<file path="src/rtl/apb4_master_pkg.sv">
// Shared types for the APB4 multi-completer requester: FSM states and queue payloads.
// Payload fields are sized for the widest legal configuration and narrowed at use.
package apb4_master_pkg;

  localparam int unsigned CMD_AW = 32;
  localparam int unsigned CMD_DW = 32;
  localparam int unsigned CMD_SW = 4;
  localparam int unsigned CMD_IW = 8;

  typedef enum logic [1:0] {
    IDLE   = 2'd0,
    SETUP  = 2'd1,
    ACCESS = 2'd2
  } state_t;

  typedef struct packed {
    logic              rw;
    logic [CMD_AW-1:0] addr;
    logic [CMD_DW-1:0] wdata;
    logic [CMD_SW-1:0] strb;
    logic [2:0]        prot;
    logic [CMD_IW-1:0] idx;
    logic              dec_err;
  } cmd_t;

  typedef struct packed {
    logic [CMD_DW-1:0] rdata;
    logic              err;
    logic              write;
  } rsp_t;

endpackage

</file>
<file path="src/rtl/apb_fwft_fifo.sv">
// First-word-fall-through FIFO with an occupancy counter so every entry is usable.
module apb_fwft_fifo #(
  parameter int unsigned WIDTH = 8,
  parameter int unsigned DEPTH = 4
) (
  input  logic                   i_pclk,
  input  logic                   i_prst_n,
  input  logic                   push,
  input  logic [WIDTH-1:0]       wdata,
  input  logic                   pop,
  output logic [WIDTH-1:0]       rdata,
  output logic                   full,
  output logic                   empty,
  output logic [$clog2(DEPTH):0] count
);

  localparam int unsigned PTR_WIDTH = $clog2(DEPTH);
  localparam int unsigned CNT_WIDTH = PTR_WIDTH + 1;

  logic [WIDTH-1:0]     mem [DEPTH];
  logic [PTR_WIDTH-1:0] wptr;
  logic [PTR_WIDTH-1:0] rptr;
  logic                 do_push;
  logic                 do_pop;

  assign full    = (count == CNT_WIDTH'(DEPTH));
  assign empty   = (count == '0);
  assign do_push = push && !full;
  assign do_pop  = pop && !empty;
  assign rdata   = mem[rptr];

  always_ff @(posedge i_pclk or negedge i_prst_n) begin
    if (!i_prst_n) begin
      wptr  <= '0;
      rptr  <= '0;
      count <= '0;
    end else begin
      if (do_push) wptr <= wptr + PTR_WIDTH'(1);
      if (do_pop)  rptr <= rptr + PTR_WIDTH'(1);
      if (do_push && !do_pop)      count <= count + CNT_WIDTH'(1);
      else if (!do_push && do_pop) count <= count - CNT_WIDTH'(1);
    end
  end

  // Storage needs no reset; only entries below count are ever observed.
  always_ff @(posedge i_pclk) begin
    if (do_push) mem[wptr] <= wdata;
  end

endmodule

</file>
<file path="src/rtl/apb4_multi_master.sv">
// Queued APB4 requester driving NUM_SLV one-hot-selected completers with in-order responses.
// Optional ACCESS timeout is built when APB_MASTER_TIMEOUT_EN is defined.
module apb4_multi_master
  import apb4_master_pkg::*;
#(
  parameter int unsigned DATA_WIDTH     = 32,
  parameter int unsigned ADDR_WIDTH     = 16,
  parameter int unsigned NUM_SLV        = 4,
  parameter int unsigned CMD_DEPTH      = 4,
  parameter int unsigned RSP_DEPTH      = 4,
  parameter int unsigned TIMEOUT_CYCLES = 64
) (
  input  logic                          i_pclk,
  input  logic                          i_prst_n,
  input  logic                          i_req,
  output logic                          o_ready,
  input  logic                          i_rw,
  input  logic [ADDR_WIDTH-1:0]         i_addr,
  input  logic [DATA_WIDTH-1:0]         i_wdata,
  input  logic [DATA_WIDTH/8-1:0]       i_strb,
  input  logic [2:0]                    i_prot,
  output logic                          o_rsp_valid,
  input  logic                          i_rsp_ready,
  output logic [DATA_WIDTH-1:0]         o_rsp_rdata,
  output logic                          o_rsp_err,
  output logic                          o_rsp_write,
  output logic                          o_busy,
  output logic [NUM_SLV-1:0]            o_psel,
  output logic                          o_penable,
  output logic                          o_pwrite,
  output logic [ADDR_WIDTH-1:0]         o_paddr,
  output logic [DATA_WIDTH-1:0]         o_pwdata,
  output logic [DATA_WIDTH/8-1:0]       o_pstrb,
  output logic [2:0]                    o_pprot,
  input  logic [NUM_SLV-1:0]            i_pready,
  input  logic [NUM_SLV-1:0]            i_pslverr,
  input  logic [NUM_SLV*DATA_WIDTH-1:0] i_prdata
);

  localparam int unsigned STRB_WIDTH = DATA_WIDTH / 8;
  localparam int unsigned SEL_BITS   = (NUM_SLV > 1) ? $clog2(NUM_SLV) : 1;
  localparam int unsigned CMD_WIDTH  = $bits(cmd_t);
  localparam int unsigned RSP_WIDTH  = $bits(rsp_t);

  state_t                       state;
  logic [SEL_BITS-1:0]          cur_idx;
  logic                         cur_write;

  cmd_t                         cmd_in;
  cmd_t                         cmd_head;
  logic                         cmd_push;
  logic                         cmd_pop;
  logic                         cmd_full;
  logic                         cmd_empty;
  logic [$clog2(CMD_DEPTH):0]   cmd_count;

  rsp_t                         rsp_in;
  rsp_t                         rsp_head;
  logic                         rsp_push;
  logic                         rsp_pop;
  logic                         rsp_full;
  logic                         rsp_empty;
  logic [$clog2(RSP_DEPTH):0]   rsp_count;

  logic [SEL_BITS-1:0]          dec_idx;
  logic [SEL_BITS-1:0]          head_idx;
  logic                         load;
  logic                         xfer_end;
  logic                         sel_ready;
  logic                         sel_err;
  logic [DATA_WIDTH-1:0]        sel_rdata;
  logic [DATA_WIDTH-1:0]        prdata_arr [NUM_SLV];

  // Command capture: decode once at enqueue, reads never carry strobes.
  assign dec_idx  = i_addr[ADDR_WIDTH-1 -: SEL_BITS];
  assign cmd_push = i_req && !cmd_full;
  assign o_ready  = !cmd_full;

  always_comb begin
    cmd_in         = '0;
    cmd_in.rw      = i_rw;
    cmd_in.addr    = CMD_AW'(i_addr);
    cmd_in.wdata   = CMD_DW'(i_wdata);
    cmd_in.strb    = CMD_SW'(i_rw ? i_strb : STRB_WIDTH'(0));
    cmd_in.prot    = i_prot;
    cmd_in.idx     = CMD_IW'(dec_idx);
    cmd_in.dec_err = (32'(dec_idx) >= NUM_SLV);
  end

  apb_fwft_fifo #(.WIDTH(CMD_WIDTH), .DEPTH(CMD_DEPTH)) u_cmd_fifo (
    .i_pclk   (i_pclk),
    .i_prst_n (i_prst_n),
    .push     (cmd_push),
    .wdata    (cmd_in),
    .pop      (cmd_pop),
    .rdata    (cmd_head),
    .full     (cmd_full),
    .empty    (cmd_empty),
    .count    (cmd_count)
  );

  apb_fwft_fifo #(.WIDTH(RSP_WIDTH), .DEPTH(RSP_DEPTH)) u_rsp_fifo (
    .i_pclk   (i_pclk),
    .i_prst_n (i_prst_n),
    .push     (rsp_push),
    .wdata    (rsp_in),
    .pop      (rsp_pop),
    .rdata    (rsp_head),
    .full     (rsp_full),
    .empty    (rsp_empty),
    .count    (rsp_count)
  );

  // Response side: fields read as zero whenever nothing is queued.
  assign rsp_pop     = o_rsp_valid && i_rsp_ready;
  assign o_rsp_valid = !rsp_empty;
  assign o_rsp_rdata = o_rsp_valid ? DATA_WIDTH'(rsp_head.rdata) : '0;
  assign o_rsp_err   = o_rsp_valid && rsp_head.err;
  assign o_rsp_write = o_rsp_valid && rsp_head.write;
  assign o_busy      = (state != IDLE) || (cmd_count != '0);

  for (genvar k = 0; k < NUM_SLV; k++) begin : g_prdata
    assign prdata_arr[k] = i_prdata[k*DATA_WIDTH +: DATA_WIDTH];
  end

  assign head_idx  = SEL_BITS'(cmd_head.idx);
  assign sel_ready = i_pready[cur_idx];
  assign sel_err   = i_pslverr[cur_idx];
  assign sel_rdata = prdata_arr[cur_idx];

`ifdef APB_MASTER_TIMEOUT_EN
  localparam int unsigned TMO_WIDTH = $clog2(TIMEOUT_CYCLES + 1);
  logic [TMO_WIDTH-1:0] tmo_cnt;
  logic                 tmo_hit;

  assign tmo_hit  = (state == ACCESS) && !sel_ready && (32'(tmo_cnt) == TIMEOUT_CYCLES - 1);
  assign xfer_end = (state == ACCESS) && (sel_ready || tmo_hit);

  // Counts ACCESS cycles of the current transfer; every SETUP restarts it.
  always_ff @(posedge i_pclk or negedge i_prst_n) begin
    if (!i_prst_n)             tmo_cnt <= '0;
    else if (state == SETUP)   tmo_cnt <= '0;
    else if (state == ACCESS)  tmo_cnt <= tmo_cnt + TMO_WIDTH'(1);
  end
`else
  assign xfer_end = (state == ACCESS) && sel_ready;
`endif

  // Queue handshakes: decode errors bypass the bus, completions may chain into SETUP.
  always_comb begin
    cmd_pop  = 1'b0;
    rsp_push = 1'b0;
    load     = 1'b0;
    rsp_in   = '0;
    case (state)
      IDLE: begin
        if (!cmd_empty && !rsp_full) begin
          cmd_pop = 1'b1;
          if (cmd_head.dec_err) begin
            rsp_push     = 1'b1;
            rsp_in.err   = 1'b1;
            rsp_in.write = cmd_head.rw;
          end else begin
            load = 1'b1;
          end
        end
      end
      ACCESS: begin
        if (sel_ready) begin
          rsp_push     = 1'b1;
          rsp_in.rdata = cur_write ? CMD_DW'(0) : CMD_DW'(sel_rdata);
          rsp_in.err   = sel_err;
          rsp_in.write = cur_write;
          if (!cmd_empty && !cmd_head.dec_err &&
              ((32'(rsp_count) + 32'd1) < (RSP_DEPTH + 32'(rsp_pop)))) begin
            cmd_pop = 1'b1;
            load    = 1'b1;
          end
        end
`ifdef APB_MASTER_TIMEOUT_EN
        else if (tmo_hit) begin
          rsp_push     = 1'b1;
          rsp_in.err   = 1'b1;
          rsp_in.write = cur_write;
        end
`endif
      end
      default: ;
    endcase
  end

  // Bus FSM with registered APB outputs held stable from SETUP to the end of ACCESS.
  always_ff @(posedge i_pclk or negedge i_prst_n) begin
    if (!i_prst_n) begin
      state     <= IDLE;
      cur_idx   <= '0;
      cur_write <= 1'b0;
      o_psel    <= '0;
      o_penable <= 1'b0;
      o_pwrite  <= 1'b0;
      o_paddr   <= '0;
      o_pwdata  <= '0;
      o_pstrb   <= '0;
      o_pprot   <= '0;
    end else if (load) begin
      state     <= SETUP;
      cur_idx   <= head_idx;
      cur_write <= cmd_head.rw;
      o_psel    <= NUM_SLV'(1) << head_idx;
      o_penable <= 1'b0;
      o_pwrite  <= cmd_head.rw;
      o_paddr   <= ADDR_WIDTH'(cmd_head.addr);
      o_pwdata  <= DATA_WIDTH'(cmd_head.wdata);
      o_pstrb   <= STRB_WIDTH'(cmd_head.strb);
      o_pprot   <= cmd_head.prot;
    end else begin
      case (state)
        SETUP: begin
          state     <= ACCESS;
          o_penable <= 1'b1;
        end
        ACCESS: begin
          if (xfer_end) begin
            state     <= IDLE;
            o_psel    <= '0;
            o_penable <= 1'b0;
          end
        end
        default: state <= IDLE;
      endcase
    end
  end

endmodule
</file>
<file path="config.mk">
export PLATFORM = sky130hd
export DESIGN_NAME = apb4_multi_master
export DESIGN_NICKNAME = d
export VERILOG_FILES = /design/src/rtl/apb4_master_pkg.sv /design/src/rtl/apb_fwft_fifo.sv /design/src/rtl/apb4_multi_master.sv
export SDC_FILE = /design/constraint.sdc
export NUM_CORES = 1
export LEC_CHECK = 0
export CORE_ASPECT_RATIO = 1.4
export CORE_MARGIN = 2
export CORE_UTILIZATION = 42
export DETAILED_ROUTE_END_ITERATION = 8
export GPL_ROUTABILITY_DRIVEN = 0
export HOLD_SLACK_MARGIN = 0.12
export PLACE_DENSITY = 0.74
export SETUP_SLACK_MARGIN = 0.5
export SLEW_MARGIN = 5
export SYNTH_ARGS = -nofsm -noshare
export SYNTH_HDL_FRONTEND = slang
export SYNTH_HIERARCHICAL = 1
export SYNTH_SLANG_ARGS = --single-unit
</file>
<file path="constraint.sdc">
create_clock -name i_pclk -period 3.4 [get_ports i_pclk]
set_input_delay 0.34 -clock i_pclk [delete_from_list [all_inputs] [get_ports i_pclk]]
set_output_delay 0.34 -clock i_pclk [all_outputs]
set_load 0.05 [all_outputs]
</file>
**Word level (Yosys, flattened, before mapping)**

Memories as Yosys holds them, arrays and structs flattened.
Cells that the tools add are included.

- Register bits: 79
- Memory bits (writable): 368
- Bits of input ports: 196
- Memories kept: 2

Memory list:

| name | depth | bits a word | rd ports | clocked after Yosys merged registers in | write ports | RTL line | text |
|---|---|---|---|---|---|---|---|
| u_cmd_fifo.mem | 4 | 58 | 1 | 0 | 1 | apb_fwft_fifo.sv:20 | `logic [WIDTH-1:0] mem [DEPTH];` |
| u_rsp_fifo.mem | 4 | 34 | 1 | 0 | 1 | apb_fwft_fifo.sv:20 |  |

- Add/sub/neg operators: 10
- Order comparisons: 3
- Eq/ne operators: 5
- Shift operators: 1
- Mux-type cells: 43
- Bitwise operators: 1
- Reductions and logical operators: 38

Operators by type and width:

| kind | count |
|---|---|
| $mux 32 | 5 |
| $bmux 32 s2 | 1 |
| $mux 34 | 1 |
| $logic_and 1x1->1 | 16 |
| $mux 1 | 16 |
| $mux 4 | 4 |
| $mux 3 | 4 |
| $reduce_bool 2->1 | 5 |
| $add 2x1->2 const B | 4 |
| $logic_not 1->1 | 8 |
| $mux 2 | 4 |
| $pmux 1 s2 | 4 |
| $pmux 2 s2 | 2 |
| $add 3x1->3 const B | 2 |
| $eq 3x3->1 const B | 2 |
| $logic_not 3->1 | 2 |
| $reduce_bool 3->1 | 2 |
| $sub 3x1->3 const B | 2 |
| $add 3x1->4 const A | 1 |
| $add 3x1->4 const B | 1 |
| $bmux 1 s2 | 2 |
| $lt 4x4->1 | 1 |
| $reduce_and 2->1 | 2 |
| $shl 1x2->4 const A | 1 |
| other kinds (9) | 9 |

**Logic depth before layout (Yosys ltp)**

Gate-level depths: netlist of the first run.

- Word-level depth: 13
- Mapped depth: 14
- Gate-level depth less buffers: 13

**Hierarchy**

The synthesis of the first run kept the hierarchy.

Modules (own cells, without submodules):

| module | instances | cells each | area each (um^2) | sequential area each (um^2) |
|---|---|---|---|---|
| apb_fwft_fifo at u_cmd_fifo | 1 | 459 | 12111.6 | 9904.5 |
| apb_fwft_fifo at u_rsp_fifo | 1 | 214 | 5388.9 | 4259.1 |
| apb4_multi_master | 1 | 288 | 4155.2 | 1626.6 |

**Worst setup path before layout of the first run**

OpenSTA, ideal clock, no wires.

- Path type: reg-to-reg
- From: register u_cmd_fifo.count[2]
- To: memory u_cmd_fifo/mem[0][0] (netlist bit) (enable)
- Library setup time: 0.448 ns
- Arrival time: 2.822 ns
- Required time: 2.952 ns
- Slack: 0.129 ns
- Stages on the path, launching flop included: 6
- Buffers on the path: 1
- Clock period less this slack: 3.271 ns
- Cell sequence: dfrtp_1 -> nor3b_2 -> nor2b_1 -> nor2b_1 -> buf_2 -> and2_1

- Cells in the longest elaborated chain, start to end: 6

Ends and longest elaborated chain:

| what | RTL line | text |
|---|---|---|
| start: declaration | apb_fwft_fifo.sv:14 | `output logic [$clog2(DEPTH):0] count` |
| start signal: assignment | apb_fwft_fifo.sv:40 | `if (do_push && !do_pop) count <= count + CNT_WIDTH'(1);` |
| start signal: assignment | apb_fwft_fifo.sv:41 | `else if (!do_push && do_pop) count <= count - CNT_WIDTH'(1);` |
| $eq 3x3->1 | apb_fwft_fifo.sv:26 | `assign full = (count == CNT_WIDTH'(DEPTH));` |
| net cmd_full | apb4_multi_master.sv:53 | `logic cmd_full;` |
| $logic_not 1->1 | apb4_multi_master.sv:76 | `assign cmd_push = i_req && !cmd_full;` |
| $logic_and 1x1->1 | apb4_multi_master.sv:76 |  |
| net cmd_push | apb4_multi_master.sv:51 | `logic cmd_push;` |
| $logic_and 1x1->1 | apb_fwft_fifo.sv:28 | `assign do_push = push && !full;` |
| net u_cmd_fifo.do_push | apb_fwft_fifo.sv:23 | `logic do_push;` |
| $mux 1 | apb_fwft_fifo.sv:47 | `if (do_push) mem[wptr] <= wdata;` |
| $mux 1 (not written as such) | apb_fwft_fifo.sv:47 |  |
| end: declaration | apb_fwft_fifo.sv:20 |  |

The timed path passes the listed nets, and every way through them passes these cells.

==> results of run 1 <==
[state kept, by name, indices dropped and copies added (netlist names)]
signal and count:
u_cmd_fifo/mem 236, u_rsp_fifo/mem 136, o_pwdata 32, o_paddr 16, o_psel 4, o_pstrb 4
o_pprot 3, u_cmd_fifo/count 3, u_rsp_fifo/count 3, cur_idx 2, state 2, u_cmd_fifo/rptr 2
u_cmd_fifo/wptr 2, u_rsp_fifo/rptr 2, u_rsp_fifo/wptr 2, cur_write 1, o_penable 1
[layout make-up]
type                            count  area share
Clock buffer                       57      0.0491
Multi-Input combinational cell    339       0.209
Clock inverter                     20     0.00753
Antenna cell                        1    0.000107
Tap cell                          558      0.0298
Timing Repair Buffer              321       0.140
Inverter                           16     0.00256
Sequential cell                   451       0.561
[timing repair]
item | 4_1_cts | 5_1_grt
setup endpoints to repair | 23 | 69
gates resized for setup | 23 | 4
gates cloned | 0 | 1
hold endpoints to repair | 49 | 0
buffers inserted | 0 | 1
hold buffers | 1 | 0
pin swaps | 0 | 0
[through the flow]
step / util / std cells / worst slack, ps / hold slack, ps
after CTS: 0.534 / 1760 / 510 / 386
after floorplan: - / 854 / 531 / 44.4
after global routing: 0.535 / 1762 / 436 / 399
final: 0.535 / 1763 / 593 / 412
after global placement: 0.504 / 1682 / 570 / 474
after detailed placement: 0.504 / 1682 / 488 / 468
[worst register-to-register path, stage by stage, from the launching register on]
cell and delay (ps):
sky130_fd_sc_hd__dfrtp_4 410, sky130_fd_sc_hd__mux4_2 530, sky130_fd_sc_hd__a311oi_1 270, sky130_fd_sc_hd__o21ai_1 140
sky130_fd_sc_hd__o32a_1 180, sky130_fd_sc_hd__nor2_2 120, sky130_fd_sc_hd__nand2_1 100, sky130_fd_sc_hd__ha_1 210
sky130_fd_sc_hd__inv_1 70, sky130_fd_sc_hd__fa_1 400, sky130_fd_sc_hd__mux2_2 270
[power groups by stage]
stage / sequential (mW) / clock (mW) / combinational (mW)
after floorplan: 9.51 / 0 / 6.85
after global placement: 8.35 / 0 / 10.8
after detailed placement: 8.42 / 0 / 10.9
after CTS: 8.34 / 4.66 / 10.8
after global routing: 8.48 / 4.86 / 11.3
final: 8.32 / 4.51 / 10.7
[routing by layer]
metal	up-vias	global-route usage	share of wire
li1	4063	-	-
met1	4695	0.193	0.38
met2	295	0.311	0.53
met3	53	0.0435	0.066
met4	2	0.0434	0.020
met5	-	0	0.00042
[worst paths after layout]
| kind | to | cells past startpoint | slack, ps | start |
|---|---|---|---|---|
| min in group i_pclk | u_cmd_fifo/mem[0][56] | 1 | 430 | i_addr[8] |
| max in group asynchronous | cur_idx[0] | 3 | 2110 | i_prst_n |
| setup reg to reg | u_cmd_fifo/count[1] | 10 | 590 | u_cmd_fifo/rptr[0] |
| hold / removal | o_pwdata[9] | 2 | 410 | i_prst_n |
| setup / recovery | u_cmd_fifo/count[1] | 10 | 590 | u_cmd_fifo/rptr[0] |
| hold reg to reg | o_psel[1] | 1 | 500 | o_psel[1] |
==> results.md, run 1 <==
| Group | Item | This run |
| --- | --- | --- |
| critical path | Required time of the critical path | 3830 ps |
| floorplan | Count of pins on the block boundary | 294 |
| routing | First-pass detailed-route iteration total | 4 |
| worst hold path | Path class of the lowest-slack min-delay path | primary input to async pin |
| floorplan | Die boundary height | 252 um |
| grt | Antenna violations before repair | 2 |
| routing | Remaining design rule violation count | 0 |
| pwr | Net Sw Power | 8.57 mW |
| critical path | Worst path bufs/invs | 1 |
| clocking | CTS tree | built |
| pwr | PD cells | 1000 nW/um2 |
| floorplan | Initial core utilization | 0.422 |
| pwr | Maximum ir drop on the vdd rail | 0.000540 V |
| critical path | Critical path capture point type | flop |
| pwr | Design internal power | 14.9 mW |
| critical path | Largest fanout on the critical path | 3 |
| timing | Worst setup skew after layout | 11.2 ps |
| floorplan | Floorplan row count | 91 |
| pwr | Leakage power total | 8.19 nW |
| place | IO buf count | 293 |
| synthesis | Post-synthesis instance total | 851 |
| floorplan | Horiz. Die Dim | 181 um |
| pwr | Net switching fraction of the power | 0.365 |
| timing | Final Cycle Share | 0.825 |
| layout | Summed area of non-filler cells in the final layout | 23400 um2 |
| pwr | Combinational Power Share | 0.454 |
| critical path | Data arrival time of the critical path | 3240 ps |
| layout | Register area | 13200 um2 |
| routing | Vias per cell | 5.17 |
| status | Status | finished clean |
| timing | Unrepaired setup endpoints after global routing | yes |
| clocking | Source-to-sink clock delay at the later pin of the worst-skew pair | 540 ps |
| timing | Max-slew violations | 0 |
| grt | Vias in the first global route | 10.1k |
| routing | Remaining antenna violation count after routing | 0 |
| routing | Total number of vias | 9108 |
| layout | Net count of the finished layout | 1381 |
| grt | GRT Resource Usage Total | 0.168 |
| pwr | Power share of the sequential group | 0.354 |
| place | Total cell area at the placement stage | 22100 um2 |
| layout | Layout fillers | 3446 |
| place | HPWL after DPL | 24900 um |
| clocking | Number of clock buffers inserted by TritonCTS | 43 |
| critical path | Crit path max-delay family | multiplexers |
| layout | P&R area growth vs syn | 26.5% |
| timing | Worst rel slew slack | 0.380 |
| layout | Area of the multi-input gates | 4910 um2 |
| floorplan | Placeable core area | 43800 um2 |
| timing | Finish-stage setup viols | 0 |
| pwr | Clock network fraction of design power | 0.192 |
| clocking | CTS H-tree depth | 2 |
| timing | Total Negative Setup Slacks | 0 ps |
| layout | Most common library cell in the layout ignoring fill and taps | sky130_fd_sc_hd__edfxtp_1 |
| grt | First-pass GRT wire length | 58200 um |
| timing | Min cycle time layout | 2810 ps |
| clocking | Clock root cell | sky130_fd_sc_hd__clkbuf_16 |
| pwr | Total power | 23.5 mW |
| routing | WL per Instance | 21.9 um |
| grt | Pin count of the biggest net entering global routing | 60 |
| critical path | Critical Path Source Type | flop |
| floorplan | Die area | 45800 um2 |
| critical path | Critical setup path kind | flop to flop |
| clocking | Buffers from clock root to sink, at most | 3 |
| timing | Hold violation total from the final report | 0 |
| critical path | Maximum cell stage delay along the critical path | 530 ps |
| timing | Max frequency | 356 MHz |
| critical path | List of cells traversed by the critical path | mux4_2 -> a311oi_1 -> o21ai_1 -> o32a_1 -> nor2_2 -> nand2_1 -> ha_1 -> inv_1 -> fa_1 -> mux2_2 |
| layout | Proportion of layout cells with a drive suffix above 1 | 0.251 |
| synthesis | Syn. warnings | 6 |
| critical path | Slowest stage cell, crit path | sky130_fd_sc_hd__mux4_2 |
| layout | Commonest cells after routing, fill and taps aside | 372 x sky130_fd_sc_hd__edfxtp_1, 257 x sky130_fd_sc_hd__clkdlybuf4s50_1, 120 x sky130_fd_sc_hd__mux4_2 |
| clocking | TritonCTS Sinks | 451 |
| grt | Total gr overflow | 0 |
| flow run | Max-Cap Viols | 0 |
| synthesis | Combined area of all synthesized cells | 18500 um2 |
| timing | Worst slew pin tran | 930 ps |
| synthesis | Mean instance size in the synthesized netlist | 21.8 um2 |
| clocking | Clock transition at the registers of the reported paths | 60 ps |
| routing | Initial DRC Count | 459 |
| routing | Total wire length after detailed routing | 38500 um |
Note: power is estimated with default switching activity, not from simulation.
==> inputs of run 2 (changes only) <==
Settings changed: PLACE_DENSITY 0.74 to 0.72.
Clock period 3.4 ns to 2.65 ns, I/O delays scaled along.
==> run 2 against run 1 <==
Hold slack got worse by 180 ps. Cell count rose by 5.4%. Largest power group unchanged. Combinational power rose by 69%. Sequential cell count did not move. Largest cell class unchanged. Highest routed layer unchanged.
==> results.md, run 2 (synthesis gave the netlist of run 1 again) <==
| Group | Item | This run | Change |
| --- | --- | --- | --- |
| status | Status | finished clean |  |
| flow run | Max-Cap Viols | 0 | unchanged |
| timing | Worst slew pin tran | 727 ps | -203 ps |
| timing | Final setup slack of the worst path | 26.1 ps | -567 ps |
| critical path | Required time of the critical path | 3080 ps | -750 ps |
| routing | Remaining antenna violation count after routing | 0 | unchanged |
| place | Post-place setup slack | -23.2 ps | -511 ps |
| clocking | TritonCTS Sinks | 451 | unchanged |
| grt | Pin count of the biggest net entering global routing | 60 | unchanged |
| grt | First-pass GRT wire length | 63500 um | +9.1% |
| floorplan | Floorplan row count | 91 | unchanged |
| layout | Register bank with the most flops | u_cmd_fifo/mem |  |
| layout | Post-route insts no fill | 1859 | +5.4% |
| layout | Commonest cells after routing, fill and taps aside | 372 x sky130_fd_sc_hd__edfxtp_1, 253 x sky130_fd_sc_hd__clkdlybuf4s50_1, 126 x sky130_fd_sc_hd__mux4_2 |  |
| timing | Unrepaired setup endpoints after global routing | yes |  |
| layout | Area of the multi-input gates | 5230 um2 | +6.4% |
| critical path | Largest fanout on the critical path | 2 | -1 |
| clocking | Buffers from clock root to sink, at most | 3 | unchanged |
| clocking | Number of clock buffers inserted by TritonCTS | 42 | -2.3% |
| floorplan | Placeable core area | 43800 um2 | unchanged |
| critical path | Critical setup path kind | flop to flop |  |
| routing | Initial DRC Count | 661 | +44% |
| critical path | Data arrival time of the critical path | 3050 ps | -190 ps |
| grt | GRT Resource Usage Total | 0.185 | +0.0166 |
| grt | Total gr overflow | 0 | unchanged |
| routing | First-pass detailed-route iteration total | 5 | +1 |
| grt | Antenna violations before repair | 1 | -1 |
| pwr | PD cells | 1370 nW/um2 | +37% |
| clocking | CTS tree | built |  |
| place | HPWL after DPL | 25300 um | +1.5% |
| critical path | Critical path capture point type | flop |  |
| layout | Largest regs | u_cmd_fifo/mem x236, u_rsp_fifo/mem x136, o_pwdata x32 |  |
| worst hold path | Path class of the lowest-slack min-delay path | primary input to async pin |  |
| routing | Max layer used | met5 |  |
| place | IO buf count | 293 | unchanged |
| floorplan | Initial core utilization | 0.422 | unchanged |
| timing | Worst rel slew slack | 0.514 | +0.134 |
| layout | Proportion of layout cells with a drive suffix above 1 | 0.366 | +0.115 |
| layout | Register area | 13200 um2 | about the same |
| layout | # diodes | 0 | -1 |
| timing | Finish-stage setup viols | 0 | unchanged |
| layout | Most common library cell in the layout ignoring fill and taps | sky130_fd_sc_hd__edfxtp_1 |  |
| layout | Largest register FFs | 236 | unchanged |
| routing | Met3 wirelength from detailed routing | 2910 um | +14% |
| clocking | Source-to-sink clock delay at the later pin of the worst-skew pair | 560 ps | +20 ps |
| critical path | Slowest stage cell, crit path | sky130_fd_sc_hd__mux4_2 |  |
| layout | P&R area growth vs syn | 37.7% |  |
| floorplan | Die area | 45800 um2 | unchanged |
| layout | Net count of the finished layout | 1478 | +7.0% |
| floorplan | Die boundary height | 252 um | unchanged |
| place | Placed cell count | 1707 | +1.5% |
| routing | Total number of vias | 9689 | +6.4% |
| pwr | Leakage power total | 9.20 nW | +12% |
| layout | Final standard cell utilization of the core | 0.582 | +0.0469 |
| timing | Min cycle time layout | 2620 ps | -183 ps |
| timing | Max-slew violations | 0 | unchanged |
| routing | Vias per cell | 5.21 | +0.89% |
| timing | Max frequency | 381 MHz | +7.0% |
| critical path | Maximum cell stage delay along the critical path | 520 ps | about the same |
| critical path | Worst path bufs/invs | 1 | unchanged |
| timing | Worst setup skew after layout | 19.9 ps | +8.78 ps |
| routing | Total wire length after detailed routing | 43600 um | +13% |
| timing | Final Cycle Share | 0.990 | +0.165 |
| timing | Hold violation total from the final report | 0 | unchanged |
| floorplan | Horiz. Die Dim | 181 um | unchanged |
| routing | Remaining design rule violation count | 0 | unchanged |
| floorplan | Count of pins on the block boundary | 294 | unchanged |
| pwr | Maximum ir drop on the vdd rail | 0.00106 V | +97% |
| routing | WL per Instance | 23.4 um | +7.2% |
| routing | Routed wl met2 | 23900 um | +16% |
| critical path | List of cells traversed by the critical path | mux4_2 -> a311oi_2 -> o21ai_1 -> o32a_1 -> nor2_2 -> nand2_2 -> ha_4 -> inv_2 -> fa_1 -> mux2_2 |  |
| clocking | CTS H-tree depth | 2 | unchanged |
| routing | Routed length on met1 | 15800 um | +8.2% |
| layout | Layout fillers | 3181 | -7.7% |
| clocking | Clock transition at the registers of the reported paths | 60 ps | about the same |
| critical path | FF-to-FF Start | u_cmd_fifo/rptr[0] |  |
| grt | Vias in the first global route | 10.6k | +5.3% |
| critical path | Crit path max-delay family | multiplexers |  |
| clocking | Clock root cell | sky130_fd_sc_hd__clkbuf_16 |  |
| critical path | Critical Path Source Type | flop |  |
| critical path | Worst setup path start | u_cmd_fifo/rptr[0] |  |
## run 2: per-stage QoR
stage / power, mW / TNS, ps / instance area, um2 / hold slack [ps]
after floorplan: 21.0 / -159 / 18600 / -30.6
after global placement: 25.0 / -83.9 / 22300 / 264
after detailed placement: 25.2 / -43.8 / 22300 / 272
after CTS: 33.9 / 0 / 24900 / 224
after global routing: 36.3 / -1120 / 25500 / 265
final: 34.9 / 0 / 25500 / 231
## run 2: layout make-up
| cell class | instances | area share |
|---|---|---|
| timing repair buffer | 419 | 0.195 |
| sequential | 451 | 0.516 |
| tap | 558 | 0.0274 |
| multi-input combinational | 339 | 0.205 |
| clock inverter | 22 | 0.0107 |
| inverter | 16 | 0.00245 |
| clock buffer | 54 | 0.0430 |
## run 2: report_power, final
group | switching (mW) | leakage (nW) | internal, mW
Clock | 2.59 | 0.664 | 3.45
Combinational | 8.94 | 4.16 | 9.20
Sequential | 0.803 | 4.38 | 9.90
## run 2: per-layer routing
layer	vias up	GRT usage
met5	-	0
met4	2	0.0479
met3	64	0.0448
met2	307	0.344
met1	5060	0.213
li1	4256	-
## run 2: path summary, 6_finish.rpt
kind	end	slack, ps	depth (start not counted)
setup / recovery	u_cmd_fifo/count[1]	30	10
hold / removal	o_pwdata[28]	230	2
setup reg to reg	u_cmd_fifo/count[1]	30	10
hold reg to reg	o_psel[3]	500	1
max in group asynchronous	o_pwdata[14]	1720	3
min in group i_pclk	u_cmd_fifo/mem[3][20]	340	1
## run 2: timing repair
item	CTS	global route
gates cloned	15	7
buffers inserted	34	19
hold endpoints to repair	33	0
hold buffers	1	0
pin swaps	15	12
endpoints found under the setup margin	392	402
gates resized for setup	141	91
## run 2: worst reg2reg max path: stages (launching register included)
cell	delay, ps
sky130_fd_sc_hd__dfrtp_4	410
sky130_fd_sc_hd__mux4_2	520
sky130_fd_sc_hd__a311oi_2	220
sky130_fd_sc_hd__o21ai_1	120
sky130_fd_sc_hd__o32a_1	170
sky130_fd_sc_hd__nor2_2	120
sky130_fd_sc_hd__nand2_2	90
sky130_fd_sc_hd__ha_4	170
sky130_fd_sc_hd__inv_2	50
sky130_fd_sc_hd__fa_1	390
sky130_fd_sc_hd__mux2_2	270
